### config.mk
export PLATFORM = sky130hd
export DESIGN_NAME = basic_down_counter_flat
export DESIGN_NICKNAME = d
export VERILOG_FILES = /design/src/rtl/basic_down_counter_pkg.sv /design/src/rtl/basic_down_counter_if.sv /design/src/rtl/basic_prescaler.sv /design/src/rtl/basic_down_counter.sv /design/src/flat_wrapper.sv
export SDC_FILE = /design/constraint.sdc
export NUM_CORES = 1
export LEC_CHECK = 0
export ABC_CLOCK_PERIOD_IN_PS = 2830
export CORE_MARGIN = 4
export CORE_UTILIZATION = 42
export DETAILED_ROUTE_END_ITERATION = 6
export MAX_ROUTING_LAYER = met4
export PLACE_DENSITY = 0.66
export SLEW_MARGIN = 20
export SYNTH_ARGS = -nofsm -noshare
export SYNTH_HDL_FRONTEND = slang
export SYNTH_HIERARCHICAL = 1
export SYNTH_SLANG_ARGS = --single-unit
export TNS_END_PERCENT = 100
### constraint.sdc
create_clock -name clock -period 2.83 [get_ports clock]
set_input_delay 0.7075 -clock clock [delete_from_list [all_inputs] [get_ports clock]]
set_output_delay 0.7075 -clock clock [all_outputs]
set_load 0.01 [all_outputs]
### src/rtl/basic_down_counter_pkg.sv
// Shared types and constants for the basic down-counter and its prescaler.
// Latency: n/a (package only).
// Backpressure: n/a (package only).
//
// Contents: FSM state encoding, maximum counter width, default parameter values.
package basic_down_counter_pkg;

  localparam int MAX_WIDTH = 32;

  localparam int                   DEFAULT_WIDTH        = 8;
  localparam logic [MAX_WIDTH-1:0] DEFAULT_PERIOD       = 32'd255;
  localparam int                   DEFAULT_PRESCALE_DIV = 4;

  typedef enum logic [1:0] {
    IDLE = 2'd0,
    RUN  = 2'd1,
    DONE = 2'd2
  } state_t;

endpackage

### src/rtl/basic_down_counter_if.sv
// Control/status bundle between a controller and the down-counter.
// Latency: n/a (wires only).
// Backpressure: none; all strobes are single-cycle, sampled on the counter clock.
//
// master: drives clear, load, load_val, en, one_shot; observes cnt, tc, running, done.
// slave : the counter; samples the controls and drives the status outputs.
interface basic_down_counter_if #(
  parameter int Width = 8
);

  logic             clear;
  logic             load;
  logic [Width-1:0] load_val;
  logic             en;
  logic             one_shot;
  logic [Width-1:0] cnt;
  logic             tc;
  logic             running;
  logic             done;

  modport master (
    output clear, load, load_val, en, one_shot,
    input  cnt, tc, running, done
  );

  modport slave (
    input  clear, load, load_val, en, one_shot,
    output cnt, tc, running, done
  );

endinterface

### src/rtl/basic_prescaler.sv
// Enable-event divider: one tick per PrescaleDiv cycles with en_in high.
// Latency: tick is combinational, asserted during the PrescaleDiv-th enabled cycle.
// Backpressure: none; en_in gaps simply stall the count.
//
// Ports: clock, reset (async, active-low), sclr (sync clear to 0),
//        en_in (enable event), tick (divided event).
module basic_prescaler
  import basic_down_counter_pkg::*;
#(
  parameter int PrescaleDiv = DEFAULT_PRESCALE_DIV
) (
  input  logic clock,
  input  logic reset,
  input  logic sclr,
  input  logic en_in,
  output logic tick
);

  localparam int            CW   = (PrescaleDiv > 1) ? $clog2(PrescaleDiv) : 1;
  localparam logic [CW-1:0] LAST = CW'(PrescaleDiv - 1);

  logic [CW-1:0] pcnt;

  assign tick = en_in && (pcnt == LAST);

  always_ff @(posedge clock or negedge reset) begin
    if (!reset) begin
      pcnt <= '0;
    end else if (sclr) begin
      pcnt <= '0;
    end else if (en_in) begin
      pcnt <= (pcnt == LAST) ? '0 : pcnt + 1'b1;
    end
  end

endmodule

### src/rtl/basic_down_counter.sv
// Loadable down-counter with terminal-count pulse, continuous or one-shot mode.
// Latency: cnt/tc/running/done registered, valid one clock after the causing edge.
// Backpressure: none; count events arriving in IDLE or DONE are dropped.
//
// Ports: clock, reset (async, active-low), bus (basic_down_counter_if.slave):
//   clear, load, load_val, en, one_shot in; cnt, tc, running, done out.
// Optional: define BASIC_DOWN_COUNTER_PRESCALE_EN to divide en by PrescaleDiv.
module basic_down_counter
  import basic_down_counter_pkg::*;
#(
  parameter int                   Width       = DEFAULT_WIDTH,
  parameter logic [MAX_WIDTH-1:0] Period      = DEFAULT_PERIOD,
  parameter int                   PrescaleDiv = DEFAULT_PRESCALE_DIV
) (
  input  logic                 clock,
  input  logic                 reset,
  basic_down_counter_if.slave  bus
);

  // Elaboration-time parameter sanity checks.
  if (Width < 2 || Width > MAX_WIDTH) begin : g_bad_width
    $error("basic_down_counter: Width out of range 2..32");
  end
  if (Width < MAX_WIDTH && (Period >> Width) != 0) begin : g_bad_period
    $error("basic_down_counter: Period does not fit in Width bits");
  end
  if (PrescaleDiv < 1 || PrescaleDiv > 256) begin : g_bad_div
    $error("basic_down_counter: PrescaleDiv out of range 1..256");
  end

  localparam logic [Width-1:0] PERIOD_W = Period[Width-1:0];

  state_t           state;
  logic [Width-1:0] cnt_q;
  logic [Width-1:0] reload_reg;
  logic             mode_reg;
  logic             tc_q;
  logic             running_q;
  logic             done_q;
  logic             step;

`ifdef BASIC_DOWN_COUNTER_PRESCALE_EN
  // Only enabled clocks spent in RUN advance the prescaler, so a fresh
  // load always starts a full PrescaleDiv-long first event.
  logic pre_en;
  assign pre_en = bus.en && (state == RUN);

  basic_prescaler #(
    .PrescaleDiv (PrescaleDiv)
  ) u_prescaler (
    .clock (clock),
    .reset (reset),
    .sclr  (bus.clear || bus.load),
    .en_in (pre_en),
    .tick  (step)
  );
`else
  assign step = bus.en;
`endif

  always_ff @(posedge clock or negedge reset) begin
    if (!reset) begin
      state      <= IDLE;
      cnt_q      <= PERIOD_W;
      reload_reg <= PERIOD_W;
      mode_reg   <= 1'b0;
      tc_q       <= 1'b0;
      running_q  <= 1'b0;
      done_q     <= 1'b0;
    end else begin
      tc_q <= 1'b0;
      if (bus.clear) begin
        state     <= IDLE;
        cnt_q     <= reload_reg;
        running_q <= 1'b0;
        done_q    <= 1'b0;
      end else if (bus.load) begin
        // Load restarts from any state and suppresses this cycle's count.
        state      <= RUN;
        cnt_q      <= bus.load_val;
        reload_reg <= bus.load_val;
        mode_reg   <= bus.one_shot;
        running_q  <= 1'b1;
        done_q     <= 1'b0;
      end else begin
        case (state)
          RUN: begin
            if (step) begin
              if (cnt_q != '0) begin
                cnt_q <= cnt_q - 1'b1;
              end else begin
                // Zero has been consumed: pulse tc and reload or finish.
                tc_q <= 1'b1;
                if (mode_reg) begin
                  state     <= DONE;
                  running_q <= 1'b0;
                  done_q    <= 1'b1;
                end else begin
                  cnt_q <= reload_reg;
                end
              end
            end
          end
          IDLE, DONE: ;
          default: begin
            // Unreachable encoding: recover to a safe idle state.
            state     <= IDLE;
            cnt_q     <= reload_reg;
            running_q <= 1'b0;
            done_q    <= 1'b0;
          end
        endcase
      end
    end
  end

  assign bus.cnt     = cnt_q;
  assign bus.tc      = tc_q;
  assign bus.running = running_q;
  assign bus.done    = done_q;

endmodule
### src/flat_wrapper.sv
// flat-port wrapper written by rule: the top's interface ports become plain ports
module basic_down_counter_flat import basic_down_counter_pkg::*;
#(
  parameter int                   Width       = DEFAULT_WIDTH,
  parameter logic [MAX_WIDTH-1:0] Period      = DEFAULT_PERIOD,
  parameter int                   PrescaleDiv = DEFAULT_PRESCALE_DIV
)
  (clock, reset, bus_clear, bus_load, bus_load_val, bus_en, bus_one_shot, bus_cnt, bus_tc, bus_running, bus_done);
  basic_down_counter_if #(.Width(Width)) bus_i ();
  input  logic clock;
  input  logic reset;
  input wire logic [$bits(bus_i.clear)-1:0] bus_clear;
  input wire logic [$bits(bus_i.load)-1:0] bus_load;
  input wire logic [$bits(bus_i.load_val)-1:0] bus_load_val;
  input wire logic [$bits(bus_i.en)-1:0] bus_en;
  input wire logic [$bits(bus_i.one_shot)-1:0] bus_one_shot;
  output wire logic [$bits(bus_i.cnt)-1:0] bus_cnt;
  output wire logic [$bits(bus_i.tc)-1:0] bus_tc;
  output wire logic [$bits(bus_i.running)-1:0] bus_running;
  output wire logic [$bits(bus_i.done)-1:0] bus_done;
  assign bus_i.clear = bus_clear;
  assign bus_i.load = bus_load;
  assign bus_i.load_val = bus_load_val;
  assign bus_i.en = bus_en;
  assign bus_i.one_shot = bus_one_shot;
  assign bus_cnt = bus_i.cnt;
  assign bus_tc = bus_i.tc;
  assign bus_running = bus_i.running;
  assign bus_done = bus_i.done;
  basic_down_counter #(.Width(Width), .Period(Period), .PrescaleDiv(PrescaleDiv)) u_core (.clock(clock), .reset(reset), .bus(bus_i));
endmodule
-- Word-level counts from Yosys, hierarchy flattened
Index checks and enable logic that the tools add are counted.
- register bits after elaboration: 22
- output and inout bits: 11
- input port bits: 14
- word-level logic and storage cells: 51
- reductions and logical operators: 6
- bitwise operators: 1
- add/subtract/negate cells: 1
- eq/ne operators: 7
- mux-type cells: 29
- operators with widths (cell ; count):
    $mux W8 ; 5
    $pmux W8 S2 ; 1
    $mux W1 ; 15
    $mux W2 ; 5
    $ne A4 B4 Y1 const B ; 2
    $reduce_bool A8 Y1 ; 1
    $sub A8 B1 Y8 const B ; 1
    $ne A5 B5 Y1 const B ; 1
    $ne A4 B3 Y1 const B ; 1
    $pmux W1 S2 ; 2
    $pmux W2 S2 ; 1
    $reduce_and A4 Y1 ; 1
    $ne A3 B3 Y1 const B ; 1
    $reduce_and A3 Y1 ; 1
    $eq A2 B1 Y1 const B ; 1
    $eq A2 B2 Y1 const B ; 1
    $logic_not A2 Y1 ; 1
    $reduce_and A2 Y1 ; 1
    $reduce_or A2 Y1 ; 1
    $not A1 Y1 ; 1

-- Logic depth before layout (Yosys ltp)
- depth after elaboration: 6
- mapped depth: 7
- mapped depth without buffers: 7

-- Worst setup path after synthesis
OpenSTA, ideal clock, no wires.
- path kind: reg-to-reg
- start: register u_core.cnt_q[1] (netlist: u_core/bus.cnt[1])
- end: register u_core.cnt_q[0] (netlist: u_core/bus.cnt[0])
- buffers on the path: 0
- path slack: 0.977 ns
- data required time: 2.751 ns
- clock period less this slack: 1.853 ns
- cell stages (with the launch flop): 8
- setup time: 0.079 ns
- arrival time: 1.774 ns
- cells stage by stage: dfstp_2 -> inv_1 -> ha_1 -> or3b_2 -> o21a_4 -> nor2_4 -> o31ai_1 -> a22o_1
- word-level cells in the longest chain between the ends: 6
- elaborated cells on any way between the ends: 8
- classes of those cells: eq/ne: 1; mux: 5; reduce/logical: 2
- RTL lines (item ; line ; RTL):
    start: declaration ; basic_down_counter.sv:34 ; logic [Width-1:0] cnt_q;
    start signal: assignment ; basic_down_counter.sv:74 ; cnt_q <= reload_reg;
    start signal: assignment ; basic_down_counter.sv:80 ; cnt_q <= bus.load_val;
    start signal: assignment ; basic_down_counter.sv:90 ; cnt_q <= cnt_q - 1'b1;
    $reduce_bool A8 Y1 * ; basic_down_counter.sv:89 ; if (cnt_q != '0) begin
    $mux W8 ; basic_down_counter.sv:89 ;
    $mux W8 ; basic_down_counter.sv:88 ; if (step) begin
    $pmux W8 S2 ; basic_down_counter.sv:86 ; case (state)
    $mux W8 ; basic_down_counter.sv:77 ; end else if (bus.load) begin
    $mux W8 ; basic_down_counter.sv:72 ; if (bus.clear) begin
Mark *: on every way between the ends. The rest lies on a longest branch, timed or not. The select of a mux whose other input is x is not followed.
A chain may end at the register's enable or synchronous reset.

-- Final worst setup path
- start: input port bus_load
- end: register u_core.cnt_q[1] (netlist: u_core/bus.cnt[1])
- word-level cells in the longest chain between the ends: 2
- elaborated cells on any way between the ends: 6
- classes of those cells: eq/ne: 3; mux: 2; reduce/logical: 1
- RTL lines (item ; line ; RTL):
    start: declaration ; flat_wrapper.sv:13 ; input wire logic [$bits(bus_i.load)-1:0] bus_load;
    $ne A5 B5 Y1 (no line) (tied with other cells) ; -- ;
    $reduce_and A3 Y1 (no line) / $mux W8 (equally long branches) ; -- ;
Several ways; a longest one is shown, not always the timed one.

==> out/summary.log <==
qor: finish.num_antenna_cells 0
qor: sta.whs 0.507 ns
qor: placed_design.portBuffers 24
qor: floorplanning.core.rowCount 19
qor: grt.gr-total-overflow 0
qor: logic_synthesis.synth_async_reset_ratio 100%
qor: sta.final_hold_viols 0
qor: clocking.hold_buffers 0
qor: clocking.post-cts-setup-buffer-count 0
qor: power.vdd_drop_max 0.431 mV
qor: logic_synthesis.syn_nets 133
qor: critical_path.worst_ep_arrival_time 2.45 ns
qor: logic_synthesis.post_synth_inst_count 117
qor: logic_synthesis.proportion_of_synthesized_area_in_mux_cells 7.36%
qor: power.power 891 µW
qor: logic_synthesis.synthesis.yosys.warnings 6
qor: clocking.htreeDepth 1
qor: finish.area_used_by_multi_input_combinational_logic 641 µm²
qor: critical_path.criticalPathCategory input port to register
qor: logic_synthesis.fraction_of_synthesized_cell_area_in_xor_and_xnor_cells 2.15%
qor: critical_path.cp_top_family simple AND/OR/NAND/NOR gates
qor: sta.worstMarginPinSlew 0.529 ns
qor: logic_synthesis.postSynthRegisterBits 20
qor: floorplanning.core_region_area 2780 µm²
qor: sta.final.period_utilization 78.1%
qor: floorplanning.dieArea 3840 µm²
qor: power.power.density 575 nW/µm²
qor: logic_synthesis.synthesis.area 1220 µm²
qor: placed_design.routabilityCongestion 0.852
qor: grt.vias_in_the_first_global_route 1036
qor: sta.final_max_slew_viol_count 0
qor: floorplanning.i_o_pin_count 25
qor: sta.setup_tns 0 ns
qor: min_path.holdCritPathClass register to register
qor: logic_synthesis.post_synth_cell_types 45
qor: run.max-cap-violations 0
qor: finish.regArea 520 µm²
qor: critical_path.setup.worst_path.end_class register
qor: logic_synthesis.area_fraction_in_compound_gates_after_synthesis 22.9%
qor: logic_synthesis.synth_simple_gate_area_share 17.9%
qor: clocking.path_clk_slew 0.12 ns
qor: logic_synthesis.synth_enable_flop_cells 0
qor: clocking.max-clock-path-buffers 2
qor: critical_path.timing.critical_path.buf_inv 1
qor: critical_path.worst_ep_required_time 3.07 ns
qor: clocking.cts_root_buf clkbuf_4
qor: critical_path.critical_path_peak_fanout 9
qor: grt.grt_antenna_before_repair 0
qor: drt.wl 2950 µm
qor: finish.final_net_count 162
qor: sta.fmax 452 MHz
qor: clocking.clock_sink_count 20
qor: drt.post_drt_via_cell_ratio 6.05
qor: sta.final_period_minus_worst_setup_slack 2.21 ns
qor: clocking.cts.repair.resized 0
qor: logic_synthesis.synth_adder_area_share 2.04%
qor: logic_synthesis.yosys.area.top_type_share 34.4%
qor: drt.dr.first_iter.drc_count 77
qor: drt.drt_pre_antenna_iters 4
qor: grt.grt_start_max_net_pins 13
qor: drt.detail_route.wl_per_cell 16.8 µm
qor: logic_synthesis.combinational_family_with_the_most_area_after_synthesis compound AO/OA/AOI/OAI gates
qor: critical_path.path_cells clkdlybuf4s50_1 > or2_2 > nor3b_1 > a22o_4 > a221oi_1 > a32oi_1
qor: grt.grtUsageTotal 17.4%
qor: floorplanning.start_util 44.0%
qor: logic_synthesis.synthDominantAreaCellType dfstp_2
qor: clocking.tritoncts yes
qor: floorplanning.die-height 62.0 µm
qor: finish.final.fill_count 239
qor: drt.route.antenna.remaining_nets 0
qor: sta.finalSetupViolCount 0
qor: drt.via_count 1065
qor: sta.timing.slew.headroom 64.7%
qor: critical_path.worst_path_max_delay_cell clkdlybuf4s50_1
qor: power.static-leakage-power 0.586 nW
qor: logic_synthesis.post_synth_main_area_contributors dfstp_2 (34%), dfrtp_1 (8.2%), mux2_2 (7.4%)
qor: clocking.clock_insertion_delay_worst_skew 0.30 ns
qor: critical_path.critical_path_max_stage_delay 0.50 ns
qor: grt.grt_first_pass_wirelength 4690 µm
qor: drt.detail_route.drc_violations 0
qor: outcome.run_status complete, no violations
qor: finish.post_route_cells_drive_above_1_share 29.7%
qor: sta.grt_setup_unrepaired false
qor: finish.area_delta_synth_final 26.6%
qor: logic_synthesis.yosys_most_used_dff dfstp_2
qor: critical_path.worst_setup_path_start_kind input port
qor: logic_synthesis.synth.yosys.seq_area_share 42.5%
qor: floorplanning.dieWidth 62.0 µm
qor: sta.skew 0.00731 ns
qor: placed_design.hpwl_dp 2130 µm
qor: clocking.tritoncts.num_buffers 3
qor: logic_synthesis.syn-mean-instance-area 10.5 µm²
==> cells in the final DEF (no fill, tap or decap), types with 2 or more instances in the layout <==
| master | synthesis | final |
|---|---|---|
| a22o_1 | 2 | 2 |
| nand2_1 | 9 | 9 |
| clkdlybuf4s50_1 | 0 | 24 |
| nand4_1 | 2 | 2 |
| dfrtp_1 | 4 | 4 |
| nor3b_1 | 3 | 3 |
| nor2_1 | 8 | 8 |
| nor2b_1 | 2 | 2 |
| a22oi_1 | 2 | 2 |
| o21ai_1 | 2 | 2 |
| nor3_1 | 3 | 3 |
| a21oi_1 | 3 | 3 |
| xnor2_1 | 3 | 3 |
| o2111ai_1 | 3 | 3 |
| dfstp_2 | 16 | 16 |
| buf_4 | 0 | 5 |
| inv_1 | 5 | 5 |
| mux2_2 | 8 | 8 |
| o21ai_0 | 8 | 8 |
| clkbuf_4 | 0 | 3 |
| ha_1 | 2 | 2 |
| a222oi_1 | 3 | 3 |
| nand3_1 | 2 | 2 |
==> stage by stage <==
stage	instances	utilization [%]	worst slack, ns	instance area [µm²]
after floorplan	117	-	0.977	1220
after global placement	172	53.8	0.351	1500
after detailed placement	172	53.8	0.297	1500
after CTS	176	55.7	0.623	1550
after global routing	176	55.7	0.555	1550
final	176	55.7	0.619	1550
==> power by group <==
group	internal (mW)	switching [mW]	total (mW)
sequential	0.355	0.0512	0.406
combinational	0.134	0.114	0.248
clock	0.143	0.0932	0.236
==> worst paths after layout <==
| kind | from | end | cells after the start | slack, ns |
|---|---|---|---|---|
| min in group asynchronous | reset | u_core/mode_reg | 1 | 0.69 |
| worst max register to register | u_core/bus.cnt[1] | u_core/bus.cnt[6] | 7 | 0.77 |
| worst min register to register | u_core/reload_reg[2] | u_core/reload_reg[2] | 2 | 0.51 |
| worst max-delay path | bus_load | u_core/bus.cnt[1] | 6 | 0.62 |
| max in group asynchronous | reset | u_core/bus.cnt[5] | 2 | 1.55 |
| worst min-delay path | u_core/reload_reg[2] | u_core/reload_reg[2] | 2 | 0.51 |
==> cells in the mapped netlist (4+ instances only) <==
cell,instances
inv_1,5
dfstp_2,16
o21ai_0,8
nor2_1,8
mux2_2,8
dfrtp_1,4
nand2_1,9
==> logic make-up after synthesis <==
| group | after synthesis |
|---|---|
| and+or+nand+nor | 38 |
| DFF | 20 |
| adders and majority gates | 2 |
| xor gates and xnor gates | 3 |
| AOI/OAI and AO/OA | 36 |
| buffers and inverters | 10 |
| muxes | 8 |
==> per-layer routing <==
metal,GRT usage (%),share of wire (%)
met1,22.5,44
met4,7.58,0.64
met2,26.2,47
met3,3.51,8.5
met5,-,0
==> layout make-up <==
type / count / area share (%)
clock inverters: 1 / 1.94
clock buffers: 3 / 1.45
well taps: 31 / 2.50
multi-input cells: 87 / 41.4
flip-flops and latches: 20 / 33.6
repair buffers: 29 / 17.9
inverters: 5 / 1.21
==> worst reg2reg max path, delay by kind of cell (launching register included) <==
family                   cells  cell delay (ns)
buffers and inverters        1             0.10
AND/OR/NAND/NOR              2             0.74
adder cells (fa/ha/maj)      1             0.20
flip-flops                   1             0.41
AO/OA/AOI/OAI                3             0.54
Power figures use the tool's default switching activity.
